<file path="src/rtl/onehot_bitscan_pkg.sv">
// Shared types for the one-hot/multi-hot bit-scan encoder.
package onehot_bitscan_pkg;

  typedef enum logic {
    IDLE = 1'b0,
    SCAN = 1'b1
  } state_t;

endpackage

</file>
<file path="src/rtl/onehot_bitscan_encoder_if.sv">
// Input-vector and output-index handshake bundle for the bit-scan encoder.
interface onehot_bitscan_encoder_if #(
  parameter int BINARY_BITS = 3
);
  localparam int WIDTH = 2 ** BINARY_BITS;

  logic                   in_valid;
  logic                   in_ready;
  logic [WIDTH-1:0]       in_vec;
  logic                   out_valid;
  logic                   out_ready;
  logic [BINARY_BITS-1:0] out_binary;
  logic                   out_last;
  logic                   out_zero;

  // Producer of vectors / consumer of indices.
  modport master (
    output in_valid, in_vec, out_ready,
    input  in_ready, out_valid, out_binary, out_last, out_zero
  );

  // The encoder itself.
  modport slave (
    input  in_valid, in_vec, out_ready,
    output in_ready, out_valid, out_binary, out_last, out_zero
  );
endinterface

</file>
<file path="src/rtl/lsb_onehot_encoder.sv">
// Combinational lowest-set-bit isolator and encoder.
module lsb_onehot_encoder #(
  parameter int BINARY_BITS = 3
) (
  input  logic [2**BINARY_BITS-1:0] vec,
  output logic [2**BINARY_BITS-1:0] lsb_onehot,
  output logic [BINARY_BITS-1:0]    lsb_binary,
  output logic                      any,
  output logic                      multi
);
  localparam int WIDTH = 2 ** BINARY_BITS;

  // Isolate the lowest set bit (vec & -vec) and OR-encode its position.
  always_comb begin
    lsb_onehot = vec & (~vec + WIDTH'(1));
    lsb_binary = '0;
    for (int unsigned i = 0; i < WIDTH; i++) begin
      if (lsb_onehot[i]) lsb_binary = lsb_binary | BINARY_BITS'(i);
    end
    any   = |vec;
    multi = |(vec & ~lsb_onehot);
  end
endmodule

</file>
<file path="src/rtl/onehot_bitscan_encoder.sv">
// Serialises a multi-hot vector into binary indices, lowest bit first.
// in_ready depends combinationally on out_ready so a new vector can be
// taken in the same cycle the last beat retires.
module onehot_bitscan_encoder
  import onehot_bitscan_pkg::*;
#(
  parameter int BINARY_BITS = 3
) (
  input logic                       clk,
  input logic                       resetn,
  input logic                       flush,
  onehot_bitscan_encoder_if.slave   bus
);
  localparam int WIDTH = 2 ** BINARY_BITS;

  state_t                 r_state;
  logic [WIDTH-1:0]       r_pending;
  logic                   r_zero;

  logic [WIDTH-1:0]       w_lsb_onehot;
  logic [BINARY_BITS-1:0] w_lsb_binary;
  logic                   w_any;
  logic                   w_multi;
  logic                   w_scan;
  logic                   w_last;
  logic                   w_out_fire;
  logic                   w_in_fire;

  lsb_onehot_encoder #(
    .BINARY_BITS (BINARY_BITS)
  ) u_lsb (
    .vec        (r_pending),
    .lsb_onehot (w_lsb_onehot),
    .lsb_binary (w_lsb_binary),
    .any        (w_any),
    .multi      (w_multi)
  );

  // Output beat and handshake decode from the registered state.
  always_comb begin
    w_scan         = (r_state == SCAN);
    w_last         = w_scan && (r_zero || !w_multi);
    w_out_fire     = w_scan && bus.out_ready;
    bus.out_valid  = w_scan;
    bus.out_binary = (w_scan && w_any) ? w_lsb_binary : '0;
    bus.out_last   = w_last;
    bus.out_zero   = w_scan && r_zero;
    bus.in_ready   = !flush && (!w_scan || (bus.out_ready && w_last));
    w_in_fire      = bus.in_valid && bus.in_ready;
  end

  // FSM, pending vector and zero flag.
  always_ff @(posedge clk or negedge resetn) begin
    if (!resetn) begin
      r_state   <= IDLE;
      r_pending <= '0;
      r_zero    <= 1'b0;
    end else if (flush) begin
      r_state   <= IDLE;
      r_pending <= '0;
      r_zero    <= 1'b0;
    end else if (w_in_fire) begin
      r_state   <= SCAN;
      r_pending <= bus.in_vec;
      r_zero    <= (bus.in_vec == '0);
    end else if (w_out_fire) begin
      if (w_last) begin
        r_state   <= IDLE;
        r_pending <= '0;
        r_zero    <= 1'b0;
      end else begin
        r_pending <= r_pending & ~w_lsb_onehot;
      end
    end
  end
endmodule

</file>
<file path="src/flat_wrapper.sv">
// flat-port wrapper written by rule: the top's interface ports become plain ports
module onehot_bitscan_encoder_flat import onehot_bitscan_pkg::*;
#(
  parameter int BINARY_BITS = 3
)
  (clk, resetn, flush, bus_in_valid, bus_in_vec, bus_out_ready, bus_in_ready, bus_out_valid, bus_out_binary, bus_out_last, bus_out_zero);
  onehot_bitscan_encoder_if #(.BINARY_BITS(BINARY_BITS)) bus_i ();
  input logic clk;
  input logic resetn;
  input logic flush;
  input wire logic [$bits(bus_i.in_valid)-1:0] bus_in_valid;
  input wire logic [$bits(bus_i.in_vec)-1:0] bus_in_vec;
  input wire logic [$bits(bus_i.out_ready)-1:0] bus_out_ready;
  output wire logic [$bits(bus_i.in_ready)-1:0] bus_in_ready;
  output wire logic [$bits(bus_i.out_valid)-1:0] bus_out_valid;
  output wire logic [$bits(bus_i.out_binary)-1:0] bus_out_binary;
  output wire logic [$bits(bus_i.out_last)-1:0] bus_out_last;
  output wire logic [$bits(bus_i.out_zero)-1:0] bus_out_zero;
  assign bus_i.in_valid = bus_in_valid;
  assign bus_i.in_vec = bus_in_vec;
  assign bus_i.out_ready = bus_out_ready;
  assign bus_in_ready = bus_i.in_ready;
  assign bus_out_valid = bus_i.out_valid;
  assign bus_out_binary = bus_i.out_binary;
  assign bus_out_last = bus_i.out_last;
  assign bus_out_zero = bus_i.out_zero;
  onehot_bitscan_encoder #(.BINARY_BITS(BINARY_BITS)) u_core (.clk(clk), .resetn(resetn), .flush(flush), .bus(bus_i));
endmodule
</file>
<file path="config.mk">
export PLATFORM = sky130hd
export DESIGN_NAME = onehot_bitscan_encoder_flat
export DESIGN_NICKNAME = d
export VERILOG_FILES = /design/src/rtl/onehot_bitscan_pkg.sv /design/src/rtl/onehot_bitscan_encoder_if.sv /design/src/rtl/lsb_onehot_encoder.sv /design/src/rtl/onehot_bitscan_encoder.sv /design/src/flat_wrapper.sv
export SDC_FILE = /design/constraint.sdc
export NUM_CORES = 1
export LEC_CHECK = 0
export BUFFER_PORTS_ARGS = -buffer_cell sky130_fd_sc_hd__buf_2
export CORE_MARGIN = 2
export CORE_UTILIZATION = 35
export DETAILED_ROUTE_END_ITERATION = 7
export GPL_ROUTABILITY_DRIVEN = 0
export PLACE_DENSITY_LB_ADDON = 0.25
export REMOVE_ABC_BUFFERS = 1
export SLEW_MARGIN = 5
export SYNTH_ARGS = -nofsm -noshare
export SYNTH_HDL_FRONTEND = slang
export SYNTH_SLANG_ARGS = --single-unit
</file>
<file path="constraint.sdc">
create_clock -name clk -period 2 [get_ports clk]
set_input_delay 0.2 -clock clk [delete_from_list [all_inputs] [get_ports clk]]
set_output_delay 0.2 -clock clk [all_outputs]
set_load 0.01 [all_outputs]
</file>
Yosys cells after proc, flatten, opt, wreduce, memory -nomap -nowiden

Cells that the tools add are included.

Register bits after elaboration: 10
Latch bits: 0
RAM bits: 0
Memory bits (read-only): 0
Input port bits: 13
Output and inout bits: 7
Word-level logic and storage cells: 44
Memories kept: 0

Add/sub/neg operators: 1
Multipliers: 0
Divide/modulo/power cells: 0
Magnitude comparators: 0
Eq/ne operators: 0
Shift operators: 0
Mux-type cells: 18
Bitwise operators: 4
Reduce and logical (&&, ||, !) cells: 18

Operator list:

| cell                | count |
|---|---|
| $mux 8              | 4 |
| $and 8x8->8         | 2 |
| $not 8->8           | 2 |
| $reduce_or 8->1     | 2 |
| $mux 3              | 5 |
| $add 8x1->8 const B | 1 |
| $logic_not 8->1     | 1 |
| $logic_and 1x1->1   | 7 |
| $mux 1              | 7 |
| $reduce_bool 3->1   | 2 |
| $mux 2              | 2 |
| $logic_not 1->1     | 3 |
| $logic_or 1x1->1    | 2 |
| $reduce_and 2->1    | 1 |

Longest topological paths before layout

Gate-level depths: netlist (run 1).

Word-level depth: 15
Depth in mapped cells: 7

By module

From an unflattened synthesis (run 1), not the netlist that was laid out.

Cells, all modules: 96
Area total of the unflattened synthesis: 838.3 um2

Modules (own cells, without submodules):

| module                 | times used | cells an instance | area each (um2) | sequential area each (um2) |
|---|---|---|---|---|
| onehot_bitscan_encoder | 1          | 65                | 620.6           | 250.2 |
| lsb_onehot_encoder     | 1          | 31                | 217.7           | 0.0 |

Worst setup path after synthesis (run 1)

No wires, ideal clock.

Kind: register to output
Start: reg u_core.r_pending[0]
End: out bus_in_ready
Arrival: 1.754 ns
Required time: 1.800 ns
Slack: 0.046 ns
Cell stages (with the launch flop): 7
Cell sequence: dfrtp_1 -> or4_1 -> buf_6 -> a2111oi_2 -> or3_1 -> a21oi_1 -> o22ai_1

Cells in the longest elaborated chain, start to end: 12

Ends and longest elaborated chain:

| item                     | line                         | text |
|---|---|---|
| start: declaration       | onehot_bitscan_encoder.sv:17 | `logic [WIDTH-1:0] r_pending;` |
| start signal: assignment | onehot_bitscan_encoder.sv:64 | `r_pending <= bus.in_vec;` |
| start signal: assignment | onehot_bitscan_encoder.sv:72 | `r_pending <= r_pending & ~w_lsb_onehot;` |
| $not 8->8                | lsb_onehot_encoder.sv:15     | `lsb_onehot = vec & (~vec + WIDTH'(1));` |
| $add 8x1->8              | lsb_onehot_encoder.sv:15     |  |
| $and 8x8->8              | lsb_onehot_encoder.sv:15     |  |
| $not 8->8                | lsb_onehot_encoder.sv:21     | `multi = \|(vec & ~lsb_onehot);` |
| $and 8x8->8 *            | lsb_onehot_encoder.sv:21     |  |
| $reduce_or 8->1 *        | lsb_onehot_encoder.sv:21     |  |
| $logic_not 1->1 *        | onehot_bitscan_encoder.sv:42 | `w_last = w_scan && (r_zero \|\| !w_multi);` |
| $logic_or 1x1->1 *       | onehot_bitscan_encoder.sv:42 |  |
| $logic_and 1x1->1 *      | onehot_bitscan_encoder.sv:42 |  |
| $logic_and 1x1->1 *      | onehot_bitscan_encoder.sv:48 | `bus.in_ready = !flush && (!w_scan \|\| (bus.out_ready && w_last));` |
| $logic_or 1x1->1 *       | onehot_bitscan_encoder.sv:48 |  |
| $logic_and 1x1->1 *      | onehot_bitscan_encoder.sv:48 |  |
| end: declaration         | flat_wrapper.sv:14           | `output wire logic [$bits(bus_i.in_ready)-1:0] bus_in_ready;` |

Every way passes the cells marked *; elsewhere a longest branch is shown, timed or not.

Final worst setup path (run 1)

Start: reg u_core.r_pending[2]
End: out bus_in_ready

Same word-level chain as after synthesis.

==> out/metrics.yaml, run 1 <==
cts_buffers: 3
timing.fmax_mhz: 457
r2r-start: "u_core.r_pending[0]"
avgRoutedWirePerCell_um: 15.2
ant_nets: 0
clk-insertion-delay-late_ns: 0.26
synthArstFlopShare_pct: 100
tritoncts: "done"
synth_area_leaders: "dfrtp_1 31%, a221o_1 6.1%, buf_6 5.5%"
violations: "negative setup slack"
dpl.cell_count: 132
grt_setup_unrepaired: "yes"
grt_util_all_layers_pct: 15.7
cp_max_fo: 6
pin_count: 20
vias: 805
hold_viol: 0
nets: 129
grt_max_degree: 11
crit_arrival_ns: 1.99
status: "finished with violations"
drt_wl_total_um: 2170
hpwlAfterDp_um: 1460
whs_endpoint: "u_core.r_pending[4]"
fillers: 234
setup_viol: 5
max-vdd-ir-drop_mv: 0.370
coreArea_um2: 2210
p_leak_nw: 0.484
clk_pin_slew_ns: 0.07
finish.instance_area_um2: 1070
worst_hold_slack_ns: 0.161
yosysTopAreaCell: "dfrtp_1"
finalWorstSetupSlack_ns: -0.188
finalSetupTns_ns: -0.537
drt-initial-drc-count: 17
fin_cells: 143
areaGrowthSynthToFinish_pct: 30.1
syn_area_um2: 820
antennaDiodeCount: 0
syn_inst: 87
power.density_nw_per_um2: 627
hp-class: "in2reg"
crit_path_end_kind: "output port"
drive_above_1_share_pct: 47.8
die_y_um: 52.4
yosysSeqAreaShare_pct: 30.5
grt_pass1_vias: 699
ctsRootBufferMaster: "clkbuf_4"
initial_core_util_pct: 37.0
synth_edf_count: 0
detail_route.vias_per_cell: 5.63
drv_cap: 0
total_power_mw: 0.669
post-synth-top-area-fraction_pct: 30.5
cp_data_required_time_ns: 1.80
timing.rr.end: "u_core.r_pending[7]"
clockBufferDepth: 2
synth_cell_types: 41
die_w_um: 52.4
cts_max_level: 1
finalCriticalPeriod_ns: 2.19
placed_area_um2: 901
fin_crit_sh_pct: 109
grt_antenna_before_repair: 0
rows: 17
finalClockSkew_ns: 0.00203
crit_path_start_kind: "register"
worstSetupPathType: "reg2out"
synth_ff_type: "dfrtp_1"
route.detailed.drc: 0
die_area_um2: 2740
min_from: "bus_in_vec[4]"
drt-pass1-iter-count: 4
grt_first_pass_wirelength_um: 3240
worst_pin_slew_ns: 0.346
slew_headroom_pct: 76.7
synth-seq-cells: 10
slew_violations: 0
reg2reg_setup_slack_ns: 0.04
reg2reg_depth: 8
io_buffers: 19
hold_depth: 2
clock_sinks: 10
ys_warn_count: 0
synth_area_per_cell_um2: 9.42
grt.overflow.total: 0
[synthesized netlist by cell type (2+ instances only)]
cell type,number
o211ai_1,2
nand3b_1,2
a21oi_1,8
a221o_1,5
buf_6,4
nor4_1,4
inv_1,4
dfrtp_1,10
and2_1,4
nor3_1,4
nor2_1,6
buf_12,2
nand2b_1,3
o21ai_0,2
[metrics by stage]
stage / utilization, % / worst slack, ns
after floorplan: - / 0.0407
after global placement: 40.7 / -0.00883
after detailed placement: 40.7 / -0.0561
after CTS: 45.3 / -0.180
after global routing: 48.2 / -0.261
final: 48.2 / -0.188
[power breakdown]
part,switching [mW],internal (mW)
Sequential,0.0246,0.217
Combinational,0.120,0.128
Clock,0.0689,0.110
Total,0.214,0.455
[routing by layer]
layer / share of wire (%) / global-route usage [%] / vias up
met2: 52 / 24.6 / 23
met4: 0.41 / 6.41 / 0
met5: 0 / 0 / -
met3: 4.5 / 2.29 / 2
li1: - / - / 402
met1: 43 / 21.3 / 378
[worst max-delay path, cell delays in order, from the launching register on]
cell	delay [ns]
dfrtp_1	0.38
or4_4	0.61
a2111oi_4	0.23
or3_1	0.17
a21oi_2	0.07
o22ai_1	0.13
buf_2	0.15
[how the worst max path moves through the flow]
stage,from,end,slack (ns)
2_1_floorplan,u_core.r_pending[0],bus_in_ready,0.04
3_3_place_gp,u_core.r_pending[3],bus_in_ready,-0.009
3_5_place_dp,u_core.r_pending[3],bus_in_ready,-0.06
4_1_cts,u_core.r_pending[2],bus_in_ready,-0.18
5_1_grt,u_core.r_pending[2],bus_in_ready,-0.26
6_report,u_core.r_pending[2],bus_in_ready,-0.19
[layout make-up]
type	count	area, um^2	area share, %
sequential	10	253	23.7
timing repair buffer	32	206	19.4
inverter	4	15.0	1.41
clock buffer	4	36.3	3.40
tap	28	35.0	3.29
multi-input combinational	65	520	48.8
[repair_timing]
action                                  CTS  global route
buffers inserted                          2             3
gates resized for setup                   7            11
endpoints found under the setup margin    5            13
hold endpoints to repair                 10             0
cloned                                    0             1
pin swaps                                 2             6
hold buffers                              1             0
[registers in the layout, indices dropped and copies added, names as in the netlist]
register,count
u_core.bus.out_valid,1
u_core.r_pending,8
u_core.r_zero,1
[logic make-up after synthesis]
family | synth area share [%]
AOI/OAI and AO/OA | 27.9
adders and majority gates | 1.22
buffers and inverters | 14.2
DFF | 30.5
and+or+nand+nor | 26.1
[cells in the final DEF, fill, tap and decap left out, types with 2 or more instances in the layout]
master / instances
a21oi_1: 5
a21oi_2: 3
a221o_1: 5
and2_1: 4
buf_2: 19
buf_4: 9
buf_6: 3
clkbuf_4: 3
dfrtp_1: 8
dfrtp_2: 2
inv_1: 4
nand2b_1: 3
nand3b_1: 2
nor2_1: 6
nor3_1: 3
nor4_1: 4
o211ai_1: 2
or4_4: 3
No activity file was read; power rests on OpenSTA's default activity.
==> inputs of run 2 (changes only) <==
--- a/config.mk
+++ b/config.mk
@@ -6,12 +6,14 @@
 export NUM_CORES = 1
 export LEC_CHECK = 0
 export BUFFER_PORTS_ARGS = -buffer_cell sky130_fd_sc_hd__buf_2
+export CAP_MARGIN = 20
 export CORE_MARGIN = 2
 export CORE_UTILIZATION = 35
 export DETAILED_ROUTE_END_ITERATION = 7
 export GPL_ROUTABILITY_DRIVEN = 0
 export PLACE_DENSITY_LB_ADDON = 0.25
 export REMOVE_ABC_BUFFERS = 1
+export SKIP_CTS_REPAIR_TIMING = 1
 export SLEW_MARGIN = 5
 export SYNTH_ARGS = -nofsm -noshare
 export SYNTH_HDL_FRONTEND = slang
==> out/metrics.yaml, run 2 (synthesis gave the netlist of run 1 again) <==
status: "finished with violations"  # unchanged
violations: "negative setup slack"  # unchanged
crit_path_end_kind: "output port"  # unchanged
die_area_um2: 2740  # unchanged
grt.overflow.total: 0  # unchanged
p_leak_nw: 0.473  # was 0.484 nW
layout_common_cells: "19 x buf_2, 9 x dfrtp_1, 7 x buf_4"  # was 19 x buf_2, 9 x buf_4, 8 x dfrtp_1
grt_util_all_layers_pct: 15.1  # was 15.7%
rows: 17  # unchanged
worst_pin_slew_ns: 0.407  # was 0.346 ns
top_register: "u_core.r_pending"  # unchanged
hpwlAfterDp_um: 1460  # unchanged
finalClockSkew_ns: 0.000285  # was 0.00203 ns
die_y_um: 52.4  # unchanged
post-place-ws_ns: -0.0561  # unchanged
hp-class: "in2reg"  # unchanged
ctsRootBufferMaster: "clkbuf_4"  # unchanged
tritoncts: "done"  # unchanged
drv_cap: 0  # unchanged
ant_nets: 0  # unchanged
antennaDiodeCount: 0  # unchanged
largest_reg_flops: 8  # unchanged
multi_input_area_um2: 518  # was 520 um^2
clock_sinks: 10  # unchanged
finalWorstSetupSlack_ns: -0.197  # was -0.188 ns
dpl.cell_count: 132  # unchanged
coreArea_um2: 2210  # unchanged
grt_first_pass_wirelength_um: 3130  # was 3240 um
worst_hold_slack_ns: 0.162  # was 0.161 ns
cp_max_fo: 7  # was 6
drt-pass1-iter-count: 4  # unchanged
finalSetupTns_ns: -0.505  # was -0.537 ns
cts_max_level: 1  # unchanged
drt_wl_total_um: 2030  # was 2170 um
total_power_mw: 0.654  # was 0.669 mW
finalCriticalPeriod_ns: 2.20  # was 2.19 ns
grt_setup_unrepaired: "yes"  # unchanged
placed_area_um2: 901  # unchanged
pin_count: 20  # unchanged
seq_area_um2: 251  # was 253 um^2
clockBufferDepth: 2  # unchanged
fillers: 237  # was 234
cpPeakStageDelay_ns: 0.62  # was 0.61 ns
slew_headroom_pct: 72.9  # was 76.7%
nets: 126  # was 129
route.detailed.drc: 0  # unchanged
drt-initial-drc-count: 15  # was 17
final_common_cell: "buf_2"  # unchanged
power.density_nw_per_um2: 624  # was 627 nW/um^2
critPathSlowestCell: "or4_4"  # unchanged
hold_viol: 0  # unchanged
cp_data_required_time_ns: 1.80  # about the same
cts_buffers: 3  # unchanged
worstSetupPathType: "reg2out"  # unchanged
drive_above_1_share_pct: 46.4  # was 47.8%
grt_antenna_before_repair: 0  # unchanged
grt_max_degree: 11  # unchanged
finish.instance_area_um2: 1050  # was 1070 um^2
crit_path_start_kind: "register"  # unchanged
crit_chain: "or4_4 > a2111oi_4 > or3_1 > a21oi_2 > o22ai_1 > buf_2"  # unchanged
initial_core_util_pct: 37.0  # unchanged
final_util_pct: 47.3  # was 48.2%
clk-insertion-delay-late_ns: 0.26  # about the same
vias: 800  # was 805
avgRoutedWirePerCell_um: 14.5  # was 15.2 um
setup_viol: 4  # was 5
grt_pass1_vias: 672  # was 699
clk_pin_slew_ns: 0.06  # was 0.07 ns
slew_violations: 0  # unchanged
timing.fmax_mhz: 455  # was 457 MHz
die_w_um: 52.4  # unchanged
io_buffers: 19  # unchanged
max-vdd-ir-drop_mv: 0.367  # was 0.370 mV
detail_route.vias_per_cell: 5.71  # was 5.63
crit_arrival_ns: 2.00  # was 1.99 ns
fin_crit_sh_pct: 110  # was 109%
areaGrowthSynthToFinish_pct: 27.8  # was 30.1%
fin_cells: 140  # was 143
[run 2: changes by cell type in the layout (fill, tap and decap cells not counted), sizes merged]
cell / previous run / this run
buf: 31 / 29
and2: 6 / 5
[run 2: area by class of cell]
class                      instances  share of cell area [%]
inverter                           4                    1.43
sequential                        10                    24.0
multi-input combinational         64                    49.5
clock buffer                       4                    3.46
tap                               28                    3.35
timing repair buffer              30                    18.3
[run 2: metal layers]
layer / part of all wire [%] / vias to the layer above / GRT usage (%)
met5: 0 / - / 0
met4: 0.69 / 0 / 6.41
met3: 4.5 / 4 / 2.00
met2: 49 / 23 / 22.3
met1: 46 / 380 / 21.9
li1: - / 393 / -
[run 2: path summary, 6_finish.rpt]
path	start	end	slack, ns	depth (start not counted)
setup / recovery	u_core.r_pending[2]	bus_in_ready	-0.20	6
hold / removal	bus_in_vec[4]	u_core.r_pending[4]	0.16	2
setup reg to reg	u_core.r_pending[2]	u_core.r_pending[7]	0.05	6
hold reg to reg	u_core.r_zero	u_core.r_zero	0.61	1
max in group asynchronous	resetn	u_core.r_pending[5]	1.47	2
min in group asynchronous	resetn	u_core.r_pending[2]	0.32	2
[run 2: where the power goes]
group	total, mW	internal, mW	switching [mW]	leakage (nW)
Sequential	0.240	0.216	0.0240	0.133
Clock	0.179	0.110	0.0683	0.0210
Combinational	0.235	0.118	0.117	0.319
[run 2: critical path, delay by kind of cell (launching register included)]
family | cells | cell delay [ns]
simple gates | 2 | 0.79
compound gates | 3 | 0.42
flops | 1 | 0.38
buf+inv | 1 | 0.15
